### src/rtl/gf180mcu_osu_sc_gp12t3v3__ro_freq_meter.sv
// ---------------------------------------------------------------------------
// gf180mcu_osu_sc_gp12t3v3__ro_freq_meter
//
// Purpose:
//    On-die frequency meter for the ring-oscillator characterization
//    structures. The divided ring-oscillator signal is synchronized into the
//    CLK domain. Its rising edges are counted over a programmable window of
//    CLK cycles, and the count is returned through a start/done handshake.
//
// Parameters:
//    WIN_W       width of the window-length input (CLK cycles)
//    CNT_W       width of the edge accumulator and of the result
//    SYNC_STAGES number of synchronizer flops on ro_in (minimum 2)
//
// Ports:
//    CLK      in   1      sole clock, rising edge
//    RST      in   1      synchronous active-high reset
//    ro_in    in   1      divided ring-oscillator output, asynchronous to CLK
//    start    in   1      single-cycle measurement request (honoured in IDLE)
//    win_len  in   WIN_W  window length, sampled together with start
//    busy     out  1      high from the cycle after an accepted start
//                         through the DONE cycle
//    done     out  1      one-cycle pulse, count/ovf valid
//    count    out  CNT_W  result of the last completed measurement
//    ovf      out  1      last measurement saturated
// ---------------------------------------------------------------------------
module gf180mcu_osu_sc_gp12t3v3__ro_freq_meter #(
   parameter int WIN_W       = 16,
   parameter int CNT_W       = 20,
   parameter int SYNC_STAGES = 2
) (
   input  logic             CLK,
   input  logic             RST,
   input  logic             ro_in,
   input  logic             start,
   input  logic [WIN_W-1:0] win_len,
   output logic             busy,
   output logic             done,
   output logic [CNT_W-1:0] count,
   output logic             ovf
);

   typedef enum logic [1:0] {
      S_IDLE = 2'd0,
      S_ARM  = 2'd1,
      S_MEAS = 2'd2,
      S_DONE = 2'd3
   } state_t;

   state_t                 r_state;
   state_t                 w_nextState;

   logic [SYNC_STAGES-1:0] r_sync;
   logic                   r_prev;
   logic [WIN_W-1:0]       r_win;
   logic [CNT_W-1:0]       r_acc;
   logic                   r_sat;
   logic [CNT_W-1:0]       r_count;
   logic                   r_ovf;

   logic                   w_syncOut;
   logic                   w_edge;
   logic                   w_lastMeas;
   logic [CNT_W-1:0]       w_accNext;
   logic                   w_satNext;

   assign w_syncOut  = r_sync[SYNC_STAGES-1];
   assign w_edge     = w_syncOut & ~r_prev;
   assign w_lastMeas = (r_win == WIN_W'(1));

   // Saturating increment: an edge seen while the accumulator is already at
   // all-ones leaves the value alone and raises the saturation flag instead
   // of wrapping. The final MEAS cycle's edge is included in the result by
   // loading count from this next-value rather than from r_acc.
   always_comb begin
      w_accNext = r_acc;
      w_satNext = r_sat;
      if (w_edge) begin
         if (r_acc == {CNT_W{1'b1}}) begin
            w_satNext = 1'b1;
         end else begin
            w_accNext = r_acc + CNT_W'(1);
         end
      end
   end

   // Next-state logic. A start with a zero window skips ARM/MEAS and goes
   // straight to DONE; start in any other state is simply ignored.
   always_comb begin
      w_nextState = r_state;
      case (r_state)
         S_IDLE: begin
            if (start) begin
               w_nextState = (win_len != '0) ? S_ARM : S_DONE;
            end
         end
         S_ARM:  w_nextState = S_MEAS;
         S_MEAS: begin
            if (w_lastMeas) begin
               w_nextState = S_DONE;
            end
         end
         S_DONE: w_nextState = S_IDLE;
         default: w_nextState = S_IDLE;
      endcase
   end

   // State register.
   always_ff @(posedge CLK) begin
      if (RST) begin
         r_state <= S_IDLE;
      end else begin
         r_state <= w_nextState;
      end
   end

   // Datapath. The synchronizer and prev flop run in every state so edge
   // detection is continuous; the window only decides which edges count.
   // count/ovf are written solely on the edge entering DONE, so they stay
   // stable through ARM and MEAS of the following measurement.
   always_ff @(posedge CLK) begin
      if (RST) begin
         r_sync  <= '0;
         r_prev  <= 1'b0;
         r_win   <= '0;
         r_acc   <= '0;
         r_sat   <= 1'b0;
         r_count <= '0;
         r_ovf   <= 1'b0;
      end else begin
         r_sync <= {r_sync[SYNC_STAGES-2:0], ro_in};
         r_prev <= w_syncOut;
         case (r_state)
            S_IDLE: begin
               if (start) begin
                  if (win_len != '0) begin
                     r_win <= win_len;
                  end else begin
                     r_acc   <= '0;
                     r_sat   <= 1'b0;
                     r_count <= '0;
                     r_ovf   <= 1'b0;
                  end
               end
            end
            S_ARM: begin
               r_acc <= '0;
               r_sat <= 1'b0;
            end
            S_MEAS: begin
               r_acc <= w_accNext;
               r_sat <= w_satNext;
               r_win <= r_win - WIN_W'(1);
               if (w_lastMeas) begin
                  r_count <= w_accNext;
                  r_ovf   <= w_satNext;
               end
            end
            default: begin
            end
         endcase
      end
   end

   assign busy  = (r_state != S_IDLE);
   assign done  = (r_state == S_DONE);
   assign count = r_count;
   assign ovf   = r_ovf;

endmodule

### config.mk
export PLATFORM = sky130hd
export DESIGN_NAME = gf180mcu_osu_sc_gp12t3v3__ro_freq_meter
export DESIGN_NICKNAME = d
export VERILOG_FILES = /design/src/rtl/gf180mcu_osu_sc_gp12t3v3__ro_freq_meter.sv
export SDC_FILE = /design/constraint.sdc
export NUM_CORES = 1
export LEC_CHECK = 0
export CORE_ASPECT_RATIO = 0.7
export CORE_UTILIZATION = 56
export DETAILED_ROUTE_END_ITERATION = 6
export PLACE_DENSITY = 0.8
export SETUP_SLACK_MARGIN = 0.05
export SLEW_MARGIN = 5
export SYNTH_ARGS = -nofsm -noshare
export SYNTH_HDL_FRONTEND = slang
export SYNTH_SLANG_ARGS = --single-unit
### constraint.sdc
create_clock -name CLK -period 2.9 [get_ports CLK]
set_input_delay 0.87 -clock CLK [delete_from_list [all_inputs] [get_ports CLK]]
set_output_delay 0.87 -clock CLK [all_outputs]
set_load 0.01 [all_outputs]
==> Yosys cells after proc, flatten, opt, wreduce, memory -nomap -nowiden <==
Cells that the tools add are included.
{ "totals": {"ff_bits": 63, "in_bits": 20, "out_inout_bits": 23, "elab_cells": 51} }
{ "op_classes": {"addsub": 2, "n_eq_ne": 9, "muxes": 21, "n_bitwise": 2, "reduce_logical": 9} }
{ "ops": {"columns": ["op", "count"], "rows": [
  ["$mux W20", 5],
  ["$pmux W20 S3", 1],
  ["$pmux W20 S2", 1],
  ["$mux W16", 2],
  ["$pmux W16 S2", 1],
  ["$add A20 B1 Y20 const B", 1],
  ["$eq A20 B20 Y1 const B", 1],
  ["$eq A16 B1 Y1 const B", 1],
  ["$reduce_bool A16 Y1", 1],
  ["$sub A16 B1 Y16 const B", 1],
  ["$ne A2 B2 Y1 const B", 4],
  ["$pmux W2 S4", 1],
  ["$mux W2", 3],
  ["$reduce_and A3 Y1", 2],
  ["$mux W1", 5],
  ["$eq A2 B2 Y1 const B", 2],
  ["$reduce_and A4 Y1", 1],
  ["$reduce_bool A2 Y1", 2],
  ["$pmux W1 S3", 1],
  ["$reduce_bool A3 Y1", 1],
  ["$eq A2 B1 Y1 const B", 1],
  ["$logic_not A2 Y1", 1],
  ["$pmux W1 S2", 1],
  ["$reduce_and A2 Y1", 1],
  ["other kinds (2)", 2]
]} }

==> Logic depth before layout (Yosys ltp) <==
Gate-level depths: netlist of run 1.
{ "depth": {"word_depth": 5, "mapped_depth": 9, "mapped_depth_nobuf": 7} }

==> Worst setup path after synthesis of run 1 <==
No wires, ideal clock.
{ "synth_timing": {"kind": "input to register", "start": "in win_len[5]", "end": "reg r_count[18] (netlist: count[18])", "setup_ps": 117, "t_arrival_ps": 2244, "required_time_ps": 2783, "path_slack_ps": 539, "cell_stages": 6, "path_buffers": 1, "path_cell_list": "nor4_1 nand4_1 o21ai_1 a21oi_4 buf_6 a22o_1"} }
{ "synth_between": {"elab_chain_len": 3} }
{ "synth_rtl": {"columns": ["element", "line", "text"], "rows": [
  ["from (decl)", "36", "input logic [WIN_W-1:0] win_len,"],
  ["$reduce_bool A16 Y1", "136", "if (win_len != '0) begin"],
  ["$ne A2 B2 Y1 (no line)", null, null],
  ["$reduce_and A4 Y1 (no line)", null, null],
  ["to (signal assigned)", "155", "r_count <= w_accNext;"],
  ["to (decl)", "58", "logic [CNT_W-1:0] r_count;"]
]} }
No other way between the ends.
A chain may end at the register's enable or synchronous reset.

==> Worst setup path in the final report of run 1 <==
{ "layout_timing": {"start": "in win_len[5]", "end": "reg r_acc[8]"} }
{ "layout_between": {"elab_chain_len": 3} }
{ "layout_rtl": {"columns": ["element", "line", "text"], "rows": [
  ["$reduce_bool A16 Y1", "136", null],
  ["$ne A2 B2 Y1 (no line)", null, null],
  ["$reduce_and A3 Y1 (no line)", null, null],
  ["to (signal assigned)", "151", "r_acc <= w_accNext;"],
  ["to (decl)", "56", "logic [CNT_W-1:0] r_acc;"]
]} }
No other way between the ends.

==> impl_metrics.toml, run 1 <==
[status]
status = "complete, but fails checks"
violations = "DRC"

[synth]
synth_nets = 456
synth-edff-count = 0
synth_warnings = 0
netlist_area_um2 = 3600
ys_types = 63
ys.flop_type = "dfxtp_1"
synth_largest_area_cell = "dfxtp_1"
synth_seq_cells = 63
synth_top_area_share_pct = 35.0
syn_inst = 430
synthTopCellsByArea = "dfxtp_1 (35%), o21ai_0 (6.0%), a21oi_1 (5.8%), o2bb2ai_2 (2.9%), nor2b_1 (2.8%)"
synth.avg_cell_area_um2 = 8.38
ys_seq_area_share_pct = 35.0
ys_async_sr_fraction_pct = 0

[sta]
max-slew-margin-rel_pct = 18.9
worst_pin_slew_ns = 1.21
slew_violations = 0
setup_viol = 0
rsz0062_at_grt = "no"
setup_tns_ns = 0
hold_viol = 0
period_needed_ns = 2.72
holdWs_ns = 0.453
fin_skew_ns = 0.0107
layout_worst_path_cycle_share_pct = 93.9
clock.fmax_mhz = 367

[die]
chipHeight_um = 69.1
io_pins = 43
die_x_um = 97.9
dieArea_um2 = 6760
row_count = 24
start_util_pct = 58.0
core_um2 = 6220

[detailed_routing]
routed-via-count = 3646
routed-wl-met2_um = 4000
detail-route-antenna-nets = 0
routedWlPerCell_um = 17.7
first_pass_iters = 7
drt_iter0_drc = 415
wl_met3_um = 1090
drc = 6
wl_met1_um = 4770
top_layer_used = "met4"
via_per_inst = 6.49
routed_wl_um = 9940

[pwr]
p_leak_uw = 0.00150
powerDensity_nw_per_um2 = 707
ir_drop_mv = 0.319
power.total_uw = 3080

[worst_setup_path]
crit_buf_inv = 2
max_stage_delay_ns = 0.51
cp-endpoint = "r_acc[8]"
worstPathMaxFanout = 13
path_delay_family = "simple AND/OR/NAND/NOR gates"
setup.worst_path.start = "win_len[5]"
crit_type = "primary input to register"
rrSetupSlack_ns = 0.60
cp_cell_sequence = "clkdlybuf4s50_1 -> nor4_1 -> and4_1 -> a21oi_1 -> buf_4 -> or4_1 -> o21ai_0"
start_kind = "primary input"
path_depth = 7
cp_data_arrival_time_ns = 3.00
cp.required_ns = 3.17
cpMaxStageDelayCell = "or4_1"
cp-end-kind = "register"
r2r_end = "count[11]"
worstReg2RegStart = "r_win[2]"
rr_worst_depth = 5

[clocking]
cts-buffers-inserted = 9
clock_latency_ns = 0.35
clk_pin_slew_ns = 0.07
post_cts_resized = 0
cts_tree = "built"
cts_buffer_depth = 2
cts_hold_buffers = 0
post_cts_buffers = 0
htree_num_levels = 3
root_buffer = "clkbuf_8"
cts_sinks = 63

[final_layout]
nets = 505
area_growth_pct = 20.8
drive_gt1_share_pct = 13.0
instances_no_fill = 562
final_core_util_pct = 70.0
antennaDiodeCount = 0
nFillCells = 518

[min_path]
min-delay-start = "r_sync[0]"
hold_path_class = "register to register"

[global_route]
grt_pass1_wl_um = 16200
grt_max_degree = 25
grt-ovfl-total = 0
antenna_found_initial = 0
grtUsageTotal_pct = 30.1
grt_pass1_vias = 3190

[run]
maxCapViolations = 0

[placement]
io_buffers = 42
routabilityCongestion = 0.884
dpl.hpwl_um = 7190
place_inst = 546
[synth_stat cells, types with 9 or more instances]
| cell | number |
|---|---|
| a21oi_1 | 42 |
| clkbuf_1 | 15 |
| dfxtp_1 | 63 |
| inv_1 | 10 |
| nand2_1 | 25 |
| nand2b_1 | 14 |
| nand3_1 | 14 |
| nand4_1 | 12 |
| nor2_1 | 17 |
| nor2b_1 | 16 |
| nor3_1 | 13 |
| o21ai_0 | 43 |
| or4_1 | 10 |
| xnor2_1 | 9 |
[state kept, by name (all words and copies together), names as in the netlist]
register  count
count        20
ovf           1
r_acc        20
r_prev        1
r_sat         1
r_state       2
r_sync        2
r_win        16
[worst min path at each step]
stage,end,slack [ns],depth (start not counted)
3_5_place_dp,r_sync[1],0.43,1
5_1_grt,r_sync[1],0.48,1
3_3_place_gp,r_sync[1],0.43,1
2_1_floorplan,r_sync[1],0.41,1
4_1_cts,r_sync[1],0.45,1
6_report,r_sync[1],0.45,1
[cells in the final DEF (no fill, tap or decap), types with 8 or more instances in the layout]
master,synthesis,routed
a211oi_1,8,8
a21oi_1,42,42
a22o_1,8,8
buf_4,0,22
clkbuf_8,0,9
clkdlybuf4s50_1,0,42
dfxtp_1,63,63
inv_1,10,10
nand2_1,25,25
nand2b_1,14,14
nand3_1,14,14
nand4_1,12,12
nor2_1,17,17
nor2b_1,16,16
nor3_1,13,13
o21ai_0,43,43
or4_1,10,10
xnor2_1,9,9
[power by group]
| group | leakage [uW] | total (uW) | switching (uW) | internal (uW) |
|---|---|---|---|---|
| clock network | 0.0000895 | 754 | 357 | 397 |
| logic | 0.000900 | 1270 | 794 | 476 |
| registers | 0.000511 | 1050 | 97.2 | 954 |
[kinds of logic (layout without fill, tap and decap cells)]
family                     Yosys count  count (layout)  share of synthesized area [%]
AOI/OAI and AO/OA                  148             148                           27.8
xor gates and xnor gates            10              10                           2.43
adders and majority gates            6               6                           2.08
buffers and inverters               36              90                           4.45
DFF                                 63              63                           35.0
muxes                                5               5                           1.49
and+or+nand+nor                    162             162                           26.7
[cell type report]
class	instances	area (um2)	area share (%)
Multi-Input combinational cell	331	2180	50.1
Sequential cell	63	1260	29.0
Timing Repair Buffer	64	586	13.5
Clock buffer	11	131	3.02
Tap cell	78	97.6	2.24
Clock inverter	5	58.8	1.35
Inverter	10	37.5	0.862
[metal layers]
layer | track usage [%] | up-vias
met2 | 40.1 | 216
met4 | 7.91 | 0
li1 | - | 1730
met1 | 47.5 | 1688
met3 | 6.49 | 12
met5 | 0 | -
[metrics by stage]
stage | cell area, um2 | setup WS, ns
after floorplan | 3600 | 0.539
after global placement | 4160 | -0.0631
after detailed placement | 4160 | -0.120
after CTS | 4350 | 0.209
after global routing | 4350 | 0.103
final | 4350 | 0.178
No activity file was read; power rests on OpenSTA's default activity.
==> inputs of run 2 (changes only) <==
--- a/config.mk
+++ b/config.mk
@@ -6,9 +6,9 @@
 export NUM_CORES = 1
 export LEC_CHECK = 0
 export CORE_ASPECT_RATIO = 0.7
-export CORE_UTILIZATION = 56
+export CORE_UTILIZATION = 51
 export DETAILED_ROUTE_END_ITERATION = 6
-export PLACE_DENSITY = 0.8
+export PLACE_DENSITY = 0.77
 export SETUP_SLACK_MARGIN = 0.05
 export SLEW_MARGIN = 5
 export SYNTH_ARGS = -nofsm -noshare
==> constraint.sdc (replaced) <==
create_clock -name CLK -period 2.4 [get_ports CLK]
set_input_delay 0.72 -clock CLK [delete_from_list [all_inputs] [get_ports CLK]]
set_output_delay 0.72 -clock CLK [all_outputs]
set_load 0.01 [all_outputs]
==> run 2 against run 1 <==
Against the previous run:
- the run now ends clean
- sequential power grew 22%
- register-to-register slack lost 0.31 ns
- clock power grew 27%
- clock skew grew 0.0017 ns
==> impl_metrics.toml, run 2 (same netlist as run 1, synthesis figures left out) <==
[final_layout]
seq_area_um2 = 1260
multiInputGateArea_um2 = 2280
final_area_um2 = 4680
instances_no_fill = 602
mostFrequentLayoutCells = "dfxtp_1 (62), buf_4 (42), a21oi_1 (41)"
final_common_cell = "dfxtp_1"
area_growth_pct = 30.0
antennaDiodeCount = 0
nFillCells = 569
drive_gt1_share_pct = 20.9
nets = 529

[clocking]
cts-buffers-inserted = 9
cts_tree = "built"
root_buffer = "clkbuf_8"
cts_hold_buffers = 0
cts_sinks = 63
htree_num_levels = 3
clk_pin_slew_ns = 0.08
clock_latency_ns = 0.35
cts_buffer_depth = 2

[global_route]
grt-ovfl-total = 0
grt_pass1_vias = 3377
grt_pass1_wl_um = 16900
antenna_found_initial = 0
grt_max_degree = 41
grtUsageTotal_pct = 29.9

[die]
start_util_pct = 53.1
core_um2 = 6790
chipHeight_um = 72.3
die_x_um = 102
io_pins = 43
dieArea_um2 = 7410
row_count = 25

[worst_setup_path]
crit_type = "primary input to register"
cp_data_arrival_time_ns = 2.56
start_kind = "primary input"
cp-end-kind = "register"
cp.required_ns = 2.68
worstPathMaxFanout = 5

[sta]
clock.fmax_mhz = 440
max-slew-margin-rel_pct = 52.5
fin_skew_ns = 0.0124
holdWs_ns = 0.449
worst_slack_ns = 0.126
setup_viol = 0
slew_violations = 0
rsz0062_at_grt = "no"
period_needed_ns = 2.27
worst_pin_slew_ns = 0.712
hold_viol = 0
layout_worst_path_cycle_share_pct = 94.8

[detailed_routing]
detail-route-antenna-nets = 0
routedWlPerCell_um = 18.0
routed_wl_um = 10900
first_pass_iters = 5
drc = 0
routed-via-count = 3806
via_per_inst = 6.32
drt_iter0_drc = 389

[pwr]
p_leak_uw = 0.00172
ir_drop_mv = 0.475
powerDensity_nw_per_um2 = 854
power.total_uw = 4000

[min_path]
hold_path_class = "register to register"

[placement]
dpl_cell_area_um2 = 4330
io_buffers = 42
routabilityCongestion = 0.920
place_ws_ns = -0.490
dpl.hpwl_um = 7480
place_inst = 580

[status]
status = "completed"

[run]
maxCapViolations = 0
-- run 2: final cells by class --
class,count,area share (%)
tap,94,2.51
clock buffer,10,2.94
sequential,63,27.0
timing repair buffer,87,16.9
inverter,10,0.801
clock inverter,6,1.28
multi-input combinational,332,48.6
-- run 2: metal layers --
metal	track usage [%]	share of wire (%)	vias to the layer above	wire, um
met5	0	0	-	0
met4	6.19	0.84	0	91
met3	8.48	9.5	14	1030
met2	42.2	42	206	4540
met1	44.8	48	1815	5200
li1	-	-	1771	-
-- run 2: power by group --
| part | switching, uW | total [uW] | internal (uW) |
|---|---|---|---|
| Sequential | 129 | 1280 | 1150 |
| Combinational | 1060 | 1760 | 698 |
| Clock | 452 | 954 | 502 |
-- run 2: worst paths after layout --
| check | to | cells past startpoint | slack (ns) | start |
|---|---|---|---|---|
| setup / recovery | r_win[7] | 9 | 0.13 | win_len[12] |
| hold / removal | r_sync[1] | 1 | 0.45 | r_sync[0] |
| setup reg to reg | count[0] | 5 | 0.29 | r_acc[13] |
| hold reg to reg | r_sync[1] | 1 | 0.45 | r_sync[0] |
-- run 2: through the flow --
stage          utilization [%]  setup TNS [ns]
2_1_floorplan                -               0
3_3_place_gp              63.8          -17.65
3_5_place_dp              63.8          -19.93
4_1_cts                   67.4               0
5_1_grt                   69.0               0
6_report                  69.0               0
-- run 2: what timing repair did --
action,in CTS,in global routing
endpoints found under the setup margin,44,49
gates cloned,1,1
gates resized for setup,15,20
buffers inserted,1,3
pin swaps,6,6
hold endpoints to repair,0,0
-- run 2: worst max-delay path: stages --
cell and delay, ns:
clkdlybuf4s50_1 0.50, nor4_2 0.05, buf_4 0.13, and4_4 0.19, buf_4 0.15, o21ai_2 0.17, clkdlybuf4s15_2 0.32, o21ai_0 0.17
a21oi_1 0.15
